File: config.mk
export PLATFORM = sky130hd
export DESIGN_NAME = alu_arbiter_flat
export DESIGN_NICKNAME = d
export VERILOG_FILES = /design/src/rtl/alu_arbiter_pkg.sv /design/src/rtl/alu_arbiter_if.sv /design/src/rtl/alu_arbiter_rr_pick.sv /design/src/rtl/alu_arbiter.sv /design/src/flat_wrapper.sv
export SDC_FILE = /design/constraint.sdc
export NUM_CORES = 1
export LEC_CHECK = 0
export ABC_AREA = 1
export CAP_MARGIN = 10
export CORE_MARGIN = 1
export CORE_UTILIZATION = 36
export CTS_CLUSTER_DIAMETER = 80
export DETAILED_ROUTE_END_ITERATION = 6
export GPL_ROUTABILITY_DRIVEN = 0
export PLACE_DENSITY = 0.87
export SYNTH_ARGS = -nofsm -noshare
export SYNTH_HDL_FRONTEND = slang
export SYNTH_SLANG_ARGS = --single-unit
File: constraint.sdc
create_clock -name clk -period 1.4 [get_ports clk]
set_input_delay 0.14 -clock clk [delete_from_list [all_inputs] [get_ports clk]]
set_output_delay 0.14 -clock clk [all_outputs]
set_load 0.05 [all_outputs]
File: src/rtl/alu_arbiter_pkg.sv
// Shared definitions for the ALU arbiter: addsub op codes, arbiter state encoding and
// default widths.
package alu_arbiter_pkg;

    localparam int unsigned L_DATA_DEF = 16;
    localparam int unsigned N_REQ_DEF  = 2;
    localparam int unsigned CTRL_W     = 3;

    typedef enum logic [CTRL_W-1:0] {
        OP_ADD     = 3'b000,
        OP_SUB     = 3'b001,
        OP_OR      = 3'b010,
        OP_AND     = 3'b011,
        OP_SLL     = 3'b100,
        OP_SRL     = 3'b101,
        OP_SLT     = 3'b110,
        OP_ILLEGAL = 3'b111
    } alu_op_e;

    // 2'd3 is never entered; the FSM treats it as IDLE
    typedef enum logic [1:0] {
        ST_IDLE = 2'd0,
        ST_EXEC = 2'd1,
        ST_RESP = 2'd2
    } arb_state_e;

    function automatic logic is_illegal(input logic [CTRL_W-1:0] ctrl);
        return ctrl == OP_ILLEGAL;
    endfunction

endpackage

File: src/rtl/alu_arbiter_if.sv
// Requester/ALU bundle of the shared-ALU arbiter; master is the requester/ALU side,
// slave is the arbiter.
interface alu_arbiter_if
    import alu_arbiter_pkg::*;
#(
    parameter int unsigned L_DATA = 16,
    parameter int unsigned N_REQ  = 2
);

    logic [N_REQ-1:0]        req;
    logic [N_REQ*L_DATA-1:0] op1_bus;
    logic [N_REQ*L_DATA-1:0] op2_bus;
    logic [N_REQ*CTRL_W-1:0] ctrl_bus;
    logic [L_DATA-1:0]       alu_out;
    logic [L_DATA-1:0]       alu_op1;
    logic [L_DATA-1:0]       alu_op2;
    logic [CTRL_W-1:0]       alu_ctrl;
    logic [N_REQ-1:0]        grant;
    logic [N_REQ-1:0]        done;
    logic [L_DATA-1:0]       result;
    logic                    err;

    modport master (
        output req, op1_bus, op2_bus, ctrl_bus, alu_out,
        input  alu_op1, alu_op2, alu_ctrl, grant, done, result, err
    );

    modport slave (
        input  req, op1_bus, op2_bus, ctrl_bus, alu_out,
        output alu_op1, alu_op2, alu_ctrl, grant, done, result, err
    );

endinterface

File: src/rtl/alu_arbiter_rr_pick.sv
// Combinational round-robin picker: first set request at or after rr_ptr, wrapping
// at N_REQ.
module alu_arbiter_rr_pick #(
    parameter int unsigned N_REQ = 2,
    parameter int unsigned PTR_W = 1
) (
    input  logic [N_REQ-1:0] req,
    input  logic [PTR_W-1:0] rr_ptr,
    output logic [N_REQ-1:0] win,
    output logic [PTR_W-1:0] win_idx,
    output logic             any
);

    // Pick the active requester with the smallest forward distance from rr_ptr
    always_comb begin
        int unsigned best_d;
        int unsigned d;
        win     = '0;
        win_idx = '0;
        any     = 1'b0;
        best_d  = N_REQ;
        d       = 0;
        for (int unsigned i = 0; i < N_REQ; i++) begin
            d = (i + N_REQ - 32'(rr_ptr)) % N_REQ;
            if (req[i] && (d < best_d)) begin
                best_d  = d;
                win     = '0;
                win[i]  = 1'b1;
                win_idx = PTR_W'(i);
                any     = 1'b1;
            end
        end
    end

endmodule

File: src/rtl/alu_arbiter.sv
// Shares one addsub ALU among N_REQ requesters with round-robin arbitration and a
// fixed IDLE -> EXEC -> RESP service per operation.
module alu_arbiter
    import alu_arbiter_pkg::*;
#(
    parameter int unsigned L_DATA = L_DATA_DEF,
    parameter int unsigned N_REQ  = N_REQ_DEF
) (
    input  logic          clk,
    input  logic          rst_n,
    alu_arbiter_if.slave  bus
);

    localparam int unsigned PTR_W = $clog2(N_REQ);

    arb_state_e        state_q, state_d;
    logic [PTR_W-1:0]  rr_ptr_q, rr_ptr_d;
    logic [PTR_W-1:0]  win_idx_q, win_idx_d;
    logic [N_REQ-1:0]  grant_q, grant_d;
    logic [N_REQ-1:0]  done_q, done_d;
    logic              err_q, err_d;
    logic [L_DATA-1:0] result_q, result_d;
    logic [L_DATA-1:0] op1_q, op1_d;
    logic [L_DATA-1:0] op2_q, op2_d;
    logic [CTRL_W-1:0] ctrl_q, ctrl_d;

    logic [N_REQ-1:0]  pick_win;
    logic [PTR_W-1:0]  pick_idx;
    logic              pick_any;
    logic [L_DATA-1:0] sel_op1;
    logic [L_DATA-1:0] sel_op2;
    logic [CTRL_W-1:0] sel_ctrl;

    alu_arbiter_rr_pick #(
        .N_REQ (N_REQ),
        .PTR_W (PTR_W)
    ) u_rr_pick (
        .req     (bus.req),
        .rr_ptr  (rr_ptr_q),
        .win     (pick_win),
        .win_idx (pick_idx),
        .any     (pick_any)
    );

    // Operand mux steered by the one-hot pick
    always_comb begin
        sel_op1  = '0;
        sel_op2  = '0;
        sel_ctrl = '0;
        for (int unsigned i = 0; i < N_REQ; i++) begin
            if (pick_win[i]) begin
                sel_op1  = bus.op1_bus[i*L_DATA +: L_DATA];
                sel_op2  = bus.op2_bus[i*L_DATA +: L_DATA];
                sel_ctrl = bus.ctrl_bus[i*CTRL_W +: CTRL_W];
            end
        end
    end

    always_ff @(posedge clk) begin
        if (!rst_n) begin
            state_q <= ST_IDLE;
        end else begin
            state_q <= state_d;
        end
    end

    // Next state and next values of every registered output
    always_comb begin
        state_d   = state_q;
        rr_ptr_d  = rr_ptr_q;
        win_idx_d = win_idx_q;
        grant_d   = grant_q;
        done_d    = '0;
        err_d     = 1'b0;
        result_d  = result_q;
        op1_d     = op1_q;
        op2_d     = op2_q;
        ctrl_d    = ctrl_q;

        case (state_q)
            ST_EXEC: begin
                // addsub holds its previous output on the illegal code, so never forward it
                result_d = is_illegal(ctrl_q) ? '0 : bus.alu_out;
                err_d    = is_illegal(ctrl_q);
                done_d   = grant_q;
                state_d  = ST_RESP;
            end
            ST_RESP: begin
                grant_d = '0;
                if (win_idx_q == PTR_W'(N_REQ - 1)) begin
                    rr_ptr_d = '0;
                end else begin
                    rr_ptr_d = win_idx_q + PTR_W'(1);
                end
                state_d = ST_IDLE;
            end
            default: begin
                if (pick_any) begin
                    op1_d     = sel_op1;
                    op2_d     = sel_op2;
                    ctrl_d    = sel_ctrl;
                    grant_d   = pick_win;
                    win_idx_d = pick_idx;
                    state_d   = ST_EXEC;
                end
            end
        endcase
    end

    always_ff @(posedge clk) begin
        if (!rst_n) begin
            rr_ptr_q  <= '0;
            win_idx_q <= '0;
            grant_q   <= '0;
            done_q    <= '0;
            err_q     <= 1'b0;
            result_q  <= '0;
            op1_q     <= '0;
            op2_q     <= '0;
            ctrl_q    <= '0;
        end else begin
            rr_ptr_q  <= rr_ptr_d;
            win_idx_q <= win_idx_d;
            grant_q   <= grant_d;
            done_q    <= done_d;
            err_q     <= err_d;
            result_q  <= result_d;
            op1_q     <= op1_d;
            op2_q     <= op2_d;
            ctrl_q    <= ctrl_d;
        end
    end

    assign bus.alu_op1  = op1_q;
    assign bus.alu_op2  = op2_q;
    assign bus.alu_ctrl = ctrl_q;
    assign bus.grant    = grant_q;
    assign bus.done     = done_q;
    assign bus.err      = err_q;
    assign bus.result   = result_q;

endmodule

File: src/flat_wrapper.sv
// flat-port wrapper written by rule: the top's interface ports become plain ports
module alu_arbiter_flat import alu_arbiter_pkg::*;
#(
    parameter int unsigned L_DATA = L_DATA_DEF,
    parameter int unsigned N_REQ  = N_REQ_DEF
)
  (clk, rst_n, bus_req, bus_op1_bus, bus_op2_bus, bus_ctrl_bus, bus_alu_out, bus_alu_op1, bus_alu_op2, bus_alu_ctrl, bus_grant, bus_done, bus_result, bus_err);
  alu_arbiter_if #(.L_DATA(L_DATA), .N_REQ(N_REQ)) bus_i ();
  input  logic clk;
  input  logic rst_n;
  input wire logic [$bits(bus_i.req)-1:0] bus_req;
  input wire logic [$bits(bus_i.op1_bus)-1:0] bus_op1_bus;
  input wire logic [$bits(bus_i.op2_bus)-1:0] bus_op2_bus;
  input wire logic [$bits(bus_i.ctrl_bus)-1:0] bus_ctrl_bus;
  input wire logic [$bits(bus_i.alu_out)-1:0] bus_alu_out;
  output wire logic [$bits(bus_i.alu_op1)-1:0] bus_alu_op1;
  output wire logic [$bits(bus_i.alu_op2)-1:0] bus_alu_op2;
  output wire logic [$bits(bus_i.alu_ctrl)-1:0] bus_alu_ctrl;
  output wire logic [$bits(bus_i.grant)-1:0] bus_grant;
  output wire logic [$bits(bus_i.done)-1:0] bus_done;
  output wire logic [$bits(bus_i.result)-1:0] bus_result;
  output wire logic [$bits(bus_i.err)-1:0] bus_err;
  assign bus_i.req = bus_req;
  assign bus_i.op1_bus = bus_op1_bus;
  assign bus_i.op2_bus = bus_op2_bus;
  assign bus_i.ctrl_bus = bus_ctrl_bus;
  assign bus_i.alu_out = bus_alu_out;
  assign bus_alu_op1 = bus_i.alu_op1;
  assign bus_alu_op2 = bus_i.alu_op2;
  assign bus_alu_ctrl = bus_i.alu_ctrl;
  assign bus_grant = bus_i.grant;
  assign bus_done = bus_i.done;
  assign bus_result = bus_i.result;
  assign bus_err = bus_i.err;
  alu_arbiter #(.L_DATA(L_DATA), .N_REQ(N_REQ)) u_core (.clk(clk), .rst_n(rst_n), .bus(bus_i));
endmodule
==> results of run 1 <==
report_power, final:
group	switching (mW)	internal, mW	leakage (nW)
logic	1.67	1.01	1.75
registers	0.156	1.98	0.497
clock network	0.612	0.788	0.0937
cells by family after synthesis:
group	Yosys count
flops	60
simple gates	278
buf+inv	70
fa+ha+maj	3
compound gates	41
tightest hold or removal path: cells and delay by family:
kind	cells	cell delay, ns
buffers and inverters	2	0.30
and+or+nand+nor	2	0.12
stage by stage:
step	power (mW)	area (um^2)	cells	setup TNS, ns
floorplan	3.84	2850	452	0
global placement	4.76	4410	697	-1.26
detailed placement	4.83	4410	697	-3.01
CTS	6.24	4590	713	0
global route	6.58	4610	714	-0.00748
finish	6.22	4610	714	0
worst paths after layout:
kind,start,to,cells past startpoint
max,u_core.state_q[1],u_core.bus.result[5],5
min,rst_n,u_core.bus.alu_ctrl[0],4
max reg2reg,u_core.state_q[1],u_core.bus.result[5],5
min reg2reg,u_core.win_idx_q,u_core.rr_ptr_q,1
state kept, by name, indices dropped and copies added (netlist names):
register             count
u_core.bus.alu_op1      16
u_core.bus.alu_op2      16
u_core.bus.result       16
u_core.bus.alu_ctrl      3
u_core.bus.done          2
u_core.bus.grant         2
u_core.state_q           2
u_core.bus.err           1
u_core.rr_ptr_q          1
u_core.win_idx_q         1
layout by cell type, fill, tap and decap left out, types with 6 or more instances in the layout:
cell type,n
a21oi_1,20
buf_12,8
buf_4,69
clkbuf_8,12
clkdlybuf4s50_1,88
dfxtp_1,57
inv_1,44
nand2_1,194
nand3_1,6
nor2_1,71
o21ai_0,17
layout make-up:
class,count,area share
Tap cell,102,0.0277
Clock buffer,15,0.0382
Clock inverter,1,0.00108
Inverter,47,0.0382
Sequential cell,60,0.261
Timing Repair Buffer,166,0.339
Multi-Input combinational cell,323,0.295
cells in the mapped netlist:
master	count
nand2_4	3
buf_6	2
nor2_1	71
inv_2	3
buf_4	3
clkbuf_1	9
ha_1	3
nand2_2	1
a21oi_1	20
o21ai_0	18
nand4_1	2
nand2_1	194
buf_2	9
o21ai_1	1
nor2b_1	1
a21oi_4	1
o21bai_1	1
nand3_1	6
dfxtp_1	60
inv_1	44
metal layers:
metal / global-route usage / routed length [um]
met3: 0.0589 / 587
met1: 0.212 / 3410
met4: 0.0741 / 130
met5: 0 / 0
met2: 0.333 / 3770
==> results.py, run 1 <==
metrics = {
    "grt": {
        "grtUsageTotal": 0.189,
        "grt_first_pass_wirelength_um": 12800,
        "grt-ovfl-total": 0,
        "antenna_found_initial": 0,
        "grt_max_degree": 34,
        "grt_pass1_vias": 3010,
    },
    "setup_path": {
        "crit_fanout": 33,
        "critical-path-max-stage-delay_ns": 0.39,
        "r2r_slack_ns": 0.09,
        "crit_required_ns": 1.60,
        "worstSetupPathType": "reg -> reg",
        "cp_slowest_cell": "dfxtp_1",
        "worstSetupStartpointType": "register",
        "critical_path_buf_inv_count": 2,
        "critPathTopFamily": "flip-flops",
        "crit_chain": "inv_1, ha_1, buf_4, o21ai_0, a21oi_1",
        "arrival_ns": 1.51,
        "critPathCaptureType": "register",
    },
    "synthesis": {
        "synth_xor_area_frac": 0,
        "synth_top_family_by_area": "simple AND/OR/NAND/NOR gates",
        "synth_area_leaders": "dfxtp_1 (42%), nand2_1 (26%), nor2_1 (9.4%)",
        "synth.mux.area_fraction": 0,
        "synth_area_mm2": 0.00284,
        "synth_compound_area_frac": 0.0771,
        "synth-warning-count": 0,
        "postSynthCellCount": 452,
        "synthesis.nets": 545,
        "avgSynthCellArea_um2": 6.29,
        "synth_seq_cells": 60,
        "synth_simple_gate_area_frac": 0.381,
        "synth_cell_types": 20,
        "synth_top_area_share": 0.423,
        "ys_seq_area_frac": 0.423,
        "synth_adder_area_share": 0.0132,
        "synth_largest_area_cell": "dfxtp_1",
    },
    "cells_and_area": {
        "antennaDiodeCount": 0,
        "fin_util": 0.600,
        "drive_gt1_frac": 0.170,
        "multi_input_area_mm2": 0.00136,
        "fillCellCount": 693,
        "synthToLayoutAreaGrowth_pct": 62.4,
        "num-nets-final": 700,
        "seqCellArea_mm2": 0.00120,
    },
    "placed_design": {
        "port_buffers": 145,
        "place_ws_ns": -0.106,
        "hpwl_um": 5960,
    },
    "power_and_ir_drop": {
        "ir_drop_v": 0.000924,
        "p_per_area_mw_per_mm2": 1350,
        "p_leak_nw": 2.34,
    },
    "route": {
        "ant_nets": 0,
        "vias": 3139,
        "viasPerCell": 4.40,
        "drtIter0Drc": 110,
        "routed_wirelength_um": 7900,
        "drtPass1Iterations": 4,
        "drt-wirelength-per-cell_um": 11.1,
        "drc_errors": 0,
    },
    "timing": {
        "max_slew_margin": 0.801,
        "finalSetupViolCount": 0,
        "slew_violations": 0,
        "hold_viol": 0,
        "holdWs_ns": 0.284,
        "period_minus_slack_ns": 1.31,
        "setup_slack_ns": 0.0884,
        "finClkSkew_ns": 0.00450,
        "fmax_ghz": 0.762,
        "worst_slew_pin_slew_ns": 0.298,
        "finalCritPeriodShare": 0.937,
    },
    "clock_network": {
        "postCtsHoldBufs": 0,
        "htreeDepth": 3,
        "cts_tree": "built",
        "clock-sinks": 60,
        "insertion_delay_ns": 0.32,
        "cts_resized": 0,
        "clk_pin_slew_ns": 0.06,
        "cts_setup_buffers": 0,
        "cts_max_path_buffers": 2,
        "cts_root_buf": "clkbuf_8",
        "cts_buffers": 9,
    },
    "outcome": {
        "status": "completed",
    },
    "die": {
        "initial_core_util": 0.370,
        "die-area_mm2": 0.00825,
        "rows": 32,
        "pin_count": 146,
        "core_mm2": 0.00769,
        "die_h_um": 90.8,
        "fp.dieW_um": 90.8,
    },
    "job": {
        "maxCapViolCount": 0,
    },
    "worst_hold_path": {
        "hold_class": "in -> reg",
    },
}
No activity file was read; power rests on OpenSTA's default activity.
==> inputs of run 2 (changes only) <==
CORE_UTILIZATION = 40   (was 36)
CTS_BUF_LIST = sky130_fd_sc_hd__clkbuf_4 sky130_fd_sc_hd__clkbuf_8 sky130_fd_sc_hd__clkbuf_16   (was default)
PLACE_DENSITY = 0.91   (was 0.87)
clock period = 1.3 ns   (was 1.4 ns; I/O delays follow)
==> run 2 against run 1 <==
Compared with the run above:
- core utilization rose by 18 points
- global-route usage rose by 5.1 points
- sequential power rose by 14%
- cell count fell by 1.1%
- sequential share of layout area fell by 3.4 points
- clock power rose by 7%
- clock skew barely moved
- hold slack got worse by 0.012 ns
- register-to-register slack got worse by 0.04 ns
- routed wire length rose by 11%
- non-clock buffer count did not move
- worst setup slack got worse by 0.038 ns
- critical path type unchanged
==> results.py, run 2 (synthesis results as in run 1) <==
metrics = {
    "cells_and_area": {
        "stdcell_area_mm2": 0.00531,
        "num-nets-final": 699,
        "antennaDiodeCount": 0,
        "final_common_cell": "nand2_1",
        "mostFrequentLayoutCells": "nand2_1 (190), clkdlybuf4s50_1 (88), nor2_1 (67), buf_12 (62), dfxtp_1 (55)",
        "drive_gt1_frac": 0.189,
        "synthToLayoutAreaGrowth_pct": 87.0,
    },
    "die": {
        "initial_core_util": 0.416,
        "core_mm2": 0.00683,
        "rows": 30,
        "pin_count": 146,
        "fp.dieW_um": 86.3,
        "die_h_um": 86.3,
        "die-area_mm2": 0.00745,
    },
    "route": {
        "drt-wirelength-per-cell_um": 12.5,
        "drtPass1Iterations": 4,
        "viasPerCell": 4.52,
        "vias": 3189,
        "drc_errors": 0,
        "ant_nets": 0,
        "routed_wirelength_um": 8800,
        "drtIter0Drc": 81,
    },
    "timing": {
        "setup_tns_ns": 0,
        "hold_viol": 0,
        "rsz0062_at_grt": "yes",
        "setup_slack_ns": 0.0502,
        "slew_violations": 0,
        "finClkSkew_ns": 0.00498,
        "fmax_ghz": 0.800,
        "max_slew_margin": 0.673,
        "period_minus_slack_ns": 1.25,
        "finalSetupViolCount": 0,
        "worst_slew_pin_slew_ns": 0.490,
        "finalCritPeriodShare": 0.961,
        "holdWs_ns": 0.272,
    },
    "worst_hold_path": {
        "hold_class": "in -> reg",
        "min_to": "u_core.bus.alu_op2[8]",
        "hold_depth": 3,
        "min_from": "rst_n",
    },
    "grt": {
        "grtUsageTotal": 0.240,
        "grt-ovfl-total": 0,
        "grt_max_degree": 37,
        "grt_pass1_vias": 3186,
        "grt_first_pass_wirelength_um": 14000,
        "antenna_found_initial": 0,
    },
    "clock_network": {
        "clk_pin_slew_ns": 0.06,
        "htreeDepth": 3,
        "cts_buffers": 9,
        "cts_max_path_buffers": 2,
        "cts_tree": "built",
        "insertion_delay_ns": 0.33,
        "cts_root_buf": "clkbuf_8",
        "clock-sinks": 60,
        "postCtsHoldBufs": 0,
    },
    "power_and_ir_drop": {
        "p_leak_nw": 2.52,
        "ir_drop_v": 0.000813,
        "p_per_area_mw_per_mm2": 1420,
    },
    "setup_path": {
        "worstSetupStartpointType": "register",
        "worstSetupPathType": "reg -> reg",
        "crit_required_ns": 1.52,
        "arrival_ns": 1.47,
        "r2r_slack_ns": 0.05,
        "critPathCaptureType": "register",
        "reg2reg_from": "u_core.state_q[0]",
        "r2r_cells": 6,
        "crit_fanout": 7,
        "r2r-end": "u_core.bus.alu_op2[1]",
    },
    "placed_design": {
        "port_buffers": 145,
        "dpl_cell_area_mm2": 0.00509,
        "hpwl_um": 6710,
        "place_ws_ns": -0.253,
    },
    "outcome": {
        "status": "completed",
    },
    "job": {
        "maxCapViolCount": 0,
    },
}
-- run 2: cell types whose count changed in the layout (fill, tap and decap cells not counted), moves of 4 or more --
cell     change
buf_12      +54
buf_4       -57
nand2_1      -4
nor2_1       -4
nor2_2       +4
-- run 2: worst max-delay path by stage --
stage                        endpoint  cells past startpoint              start
2_1_floorplan   u_core.bus.alu_op2[1]                      7  u_core.state_q[0]
4_1_cts        u_core.bus.alu_op1[12]                      6  u_core.state_q[0]
5_1_grt         u_core.bus.alu_op2[9]                      7  u_core.state_q[0]
6_report        u_core.bus.alu_op2[1]                      6  u_core.state_q[0]
3_3_place_gp   u_core.bus.alu_op2[14]                      8         bus_req[0]
3_5_place_dp    u_core.bus.alu_op1[8]                      8         bus_req[0]
-- run 2: what timing repair did --
item	4_1_cts	5_1_grt
buffers inserted	0	1
setup endpoints to repair	0	40
resized for setup	0	17
-- run 2: routing by layer --
layer	track usage	wire length (um)
met1	0.250	3420
met2	0.448	4570
met3	0.0724	676
met4	0.0970	144
met5	0	0
-- run 2: cell type report --
| type | count | area (um^2) |
|---|---|---|
| sequential | 60 | 1210 |
| clock inverter | 2 | 10.0 |
| inverter | 47 | 176 |
| timing repair buffer | 166 | 2250 |
| tap | 96 | 120 |
| clock buffer | 13 | 166 |
| multi-input combinational | 322 | 1380 |
| fill | 450 | 1520 |
-- run 2: critical path: stages, from the launching register on --
cell	delay (ns)
dfxtp_2	0.33
inv_1	0.06
ha_4	0.32
nand2_8	0.09
buf_4	0.17
nor2_2	0.13
nor2_1	0.06
-- run 2: metrics by stage --
stage | std cells | utilization | total power, mW
floorplan | 452 | - | 4.15
global route | 706 | 0.778 | 7.92
detailed placement | 690 | 0.745 | 6.01
global placement | 690 | 0.745 | 5.89
CTS | 705 | 0.770 | 7.53
finish | 706 | 0.778 | 7.54
-- run 2: where the power goes --
group | switching (mW) | total, mW | internal (mW)
Sequential | 0.306 | 2.44 | 2.14
Combinational | 1.87 | 3.60 | 1.73
Clock | 0.674 | 1.50 | 0.822
Total | 2.85 | 7.54 | 4.69
==> inputs of run 3 (changes only) <==
SETUP_SLACK_MARGIN = 0.02   (was default)
==> run 3 against run 2 <==
Compared with the run above:
- register-to-register slack is essentially flat
- cell count increased by 0.14%
- clock skew barely moved
- worst setup slack improved by 0.0045 ns
- global-route usage is essentially flat
- sequential share of layout area fell by 0.22 points
- hold slack better by 0.0077 ns
- first-iteration DRC count grew 28%
- count of clock-buffer cells in the layout stayed put
- critical path type unchanged
==> results.py, run 3 (synthesis results as in run 1) <==
metrics = {
    "outcome": {
        "status": "completed",
    },
    "cells_and_area": {
        "stdcell_count": 707,
        "drive_gt1_frac": 0.208,
        "fillCellCount": 436,
        "num-nets-final": 700,
        "stdcell_area_mm2": 0.00537,
        "mostFrequentLayoutCells": "nand2_1 (186), clkdlybuf4s50_1 (88), nor2_1 (63), buf_12 (62), dfxtp_1 (54)",
        "fin_util": 0.786,
        "final_common_cell": "nand2_1",
        "antennaDiodeCount": 0,
        "synthToLayoutAreaGrowth_pct": 88.9,
    },
    "grt": {
        "grtUsageTotal": 0.240,
        "antenna_found_initial": 0,
        "grt-ovfl-total": 0,
        "grt_max_degree": 37,
        "grt_pass1_vias": 3186,
        "grt_first_pass_wirelength_um": 14000,
    },
    "timing": {
        "fmax_ghz": 0.803,
        "setup_tns_ns": 0,
        "finalSetupViolCount": 0,
        "holdWs_ns": 0.279,
        "slew_violations": 0,
        "hold_viol": 0,
        "setup_slack_ns": 0.0547,
        "period_minus_slack_ns": 1.25,
        "rsz0062_at_grt": "yes",
        "max_slew_margin": 0.663,
        "finalCritPeriodShare": 0.958,
        "worst_slew_pin_slew_ns": 0.505,
        "finClkSkew_ns": 0.00482,
    },
    "clock_network": {
        "cts_buffers": 9,
        "insertion_delay_ns": 0.33,
        "cts_tree": "built",
        "clk_pin_slew_ns": 0.07,
        "cts_root_buf": "clkbuf_8",
        "postCtsHoldBufs": 0,
        "clock-sinks": 60,
        "cts_max_path_buffers": 2,
        "htreeDepth": 3,
    },
    "power_and_ir_drop": {
        "ir_drop_v": 0.000815,
        "p_leak_nw": 2.54,
        "total_power_mw": 7.62,
        "p_per_area_mw_per_mm2": 1420,
    },
    "route": {
        "drc_errors": 0,
        "vias": 3249,
        "routed_wirelength_um": 9070,
        "drtPass1Iterations": 4,
        "drtIter0Drc": 104,
        "viasPerCell": 4.60,
        "drt-wirelength-per-cell_um": 12.8,
        "ant_nets": 0,
    },
    "die": {
        "core_mm2": 0.00683,
        "initial_core_util": 0.416,
        "fp.dieW_um": 86.3,
        "rows": 30,
        "die-area_mm2": 0.00745,
        "pin_count": 146,
        "die_h_um": 86.3,
    },
    "worst_hold_path": {
        "hold_class": "in -> reg",
    },
    "setup_path": {
        "arrival_ns": 1.47,
        "worstSetupStartpointType": "register",
        "crit_chain": "inv_2, ha_4, nand2_8, buf_12, nor2_1, nor2_1",
        "crit_fanout": 28,
        "critPathCaptureType": "register",
        "cpMostUsedCell": "nor2_1",
        "cp_slowest_cell": "dfxtp_2",
        "worstSetupPathType": "reg -> reg",
        "crit_required_ns": 1.53,
        "critical-path-max-stage-delay_ns": 0.33,
    },
    "placed_design": {
        "place_ws_ns": -0.253,
        "post-place-cells": 690,
        "hpwl_um": 6710,
        "port_buffers": 145,
        "dpl_cell_area_mm2": 0.00509,
    },
    "job": {
        "maxCapViolCount": 0,
    },
}
-- run 3: cell count changes in the layout (fill, tap and decap cells not counted), moves of 4 or more --
| cell | previous run | this run |
|---|---|---|
| nand2_1 | 190 | 186 |
| nand2_2 | 5 | 9 |
| nor2_1 | 67 | 63 |
| nor2_2 | 4 | 8 |
-- run 3: where the power goes --
group | internal (mW) | switching, mW
combinational | 1.78 | 1.91
sequential | 2.14 | 0.307
clock | 0.822 | 0.677
total | 4.74 | 2.89
-- run 3: final cells by class --
type                            count  area [um^2]  share of cell area
Timing Repair Buffer              167         2280               0.425
Multi-Input combinational cell    322         1400               0.261
Sequential cell                    60         1210               0.225
Inverter                           47          176              0.0329
Clock buffer                       13          166              0.0310
Tap cell                           96          120              0.0224
Clock inverter                      2         10.0             0.00186
-- run 3: critical path: cells and delay by family (launching register included) --
kind                     cells  cell delay [ns]
flip-flops                   1             0.33
adder cells (fa/ha/maj)      1             0.32
AND/OR/NAND/NOR              3             0.27
buffers and inverters        2             0.21
-- run 3: path summary, 6_finish.rpt --
kind | from | to | slack (ns) | cells after the start
worst max-delay path | u_core.state_q[0] | u_core.bus.alu_op1[15] | 0.05 | 6
worst min-delay path | rst_n | u_core.bus.alu_op2[8] | 0.28 | 3
worst max register to register | u_core.state_q[0] | u_core.bus.alu_op1[15] | 0.05 | 6
worst min register to register | u_core.win_idx_q | u_core.rr_ptr_q | 0.45 | 1
-- run 3: per-layer routing --
metal,vias to the layer above,GRT usage,part of all wire
li1,1660,-,-
met1,1458,0.251,0.39
met2,119,0.448,0.52
met3,12,0.0724,0.073
met4,0,0.0970,0.014
met5,-,0,0
-- run 3: timing repair --
| item | 4_1_cts | 5_1_grt |
|---|---|---|
| gates resized for setup | 1 | 28 |
| gates cloned | 0 | 1 |
| setup buffers | 0 | 1 |
| endpoints found under the setup margin | 1 | 47 |
| pin swaps | 0 | 3 |
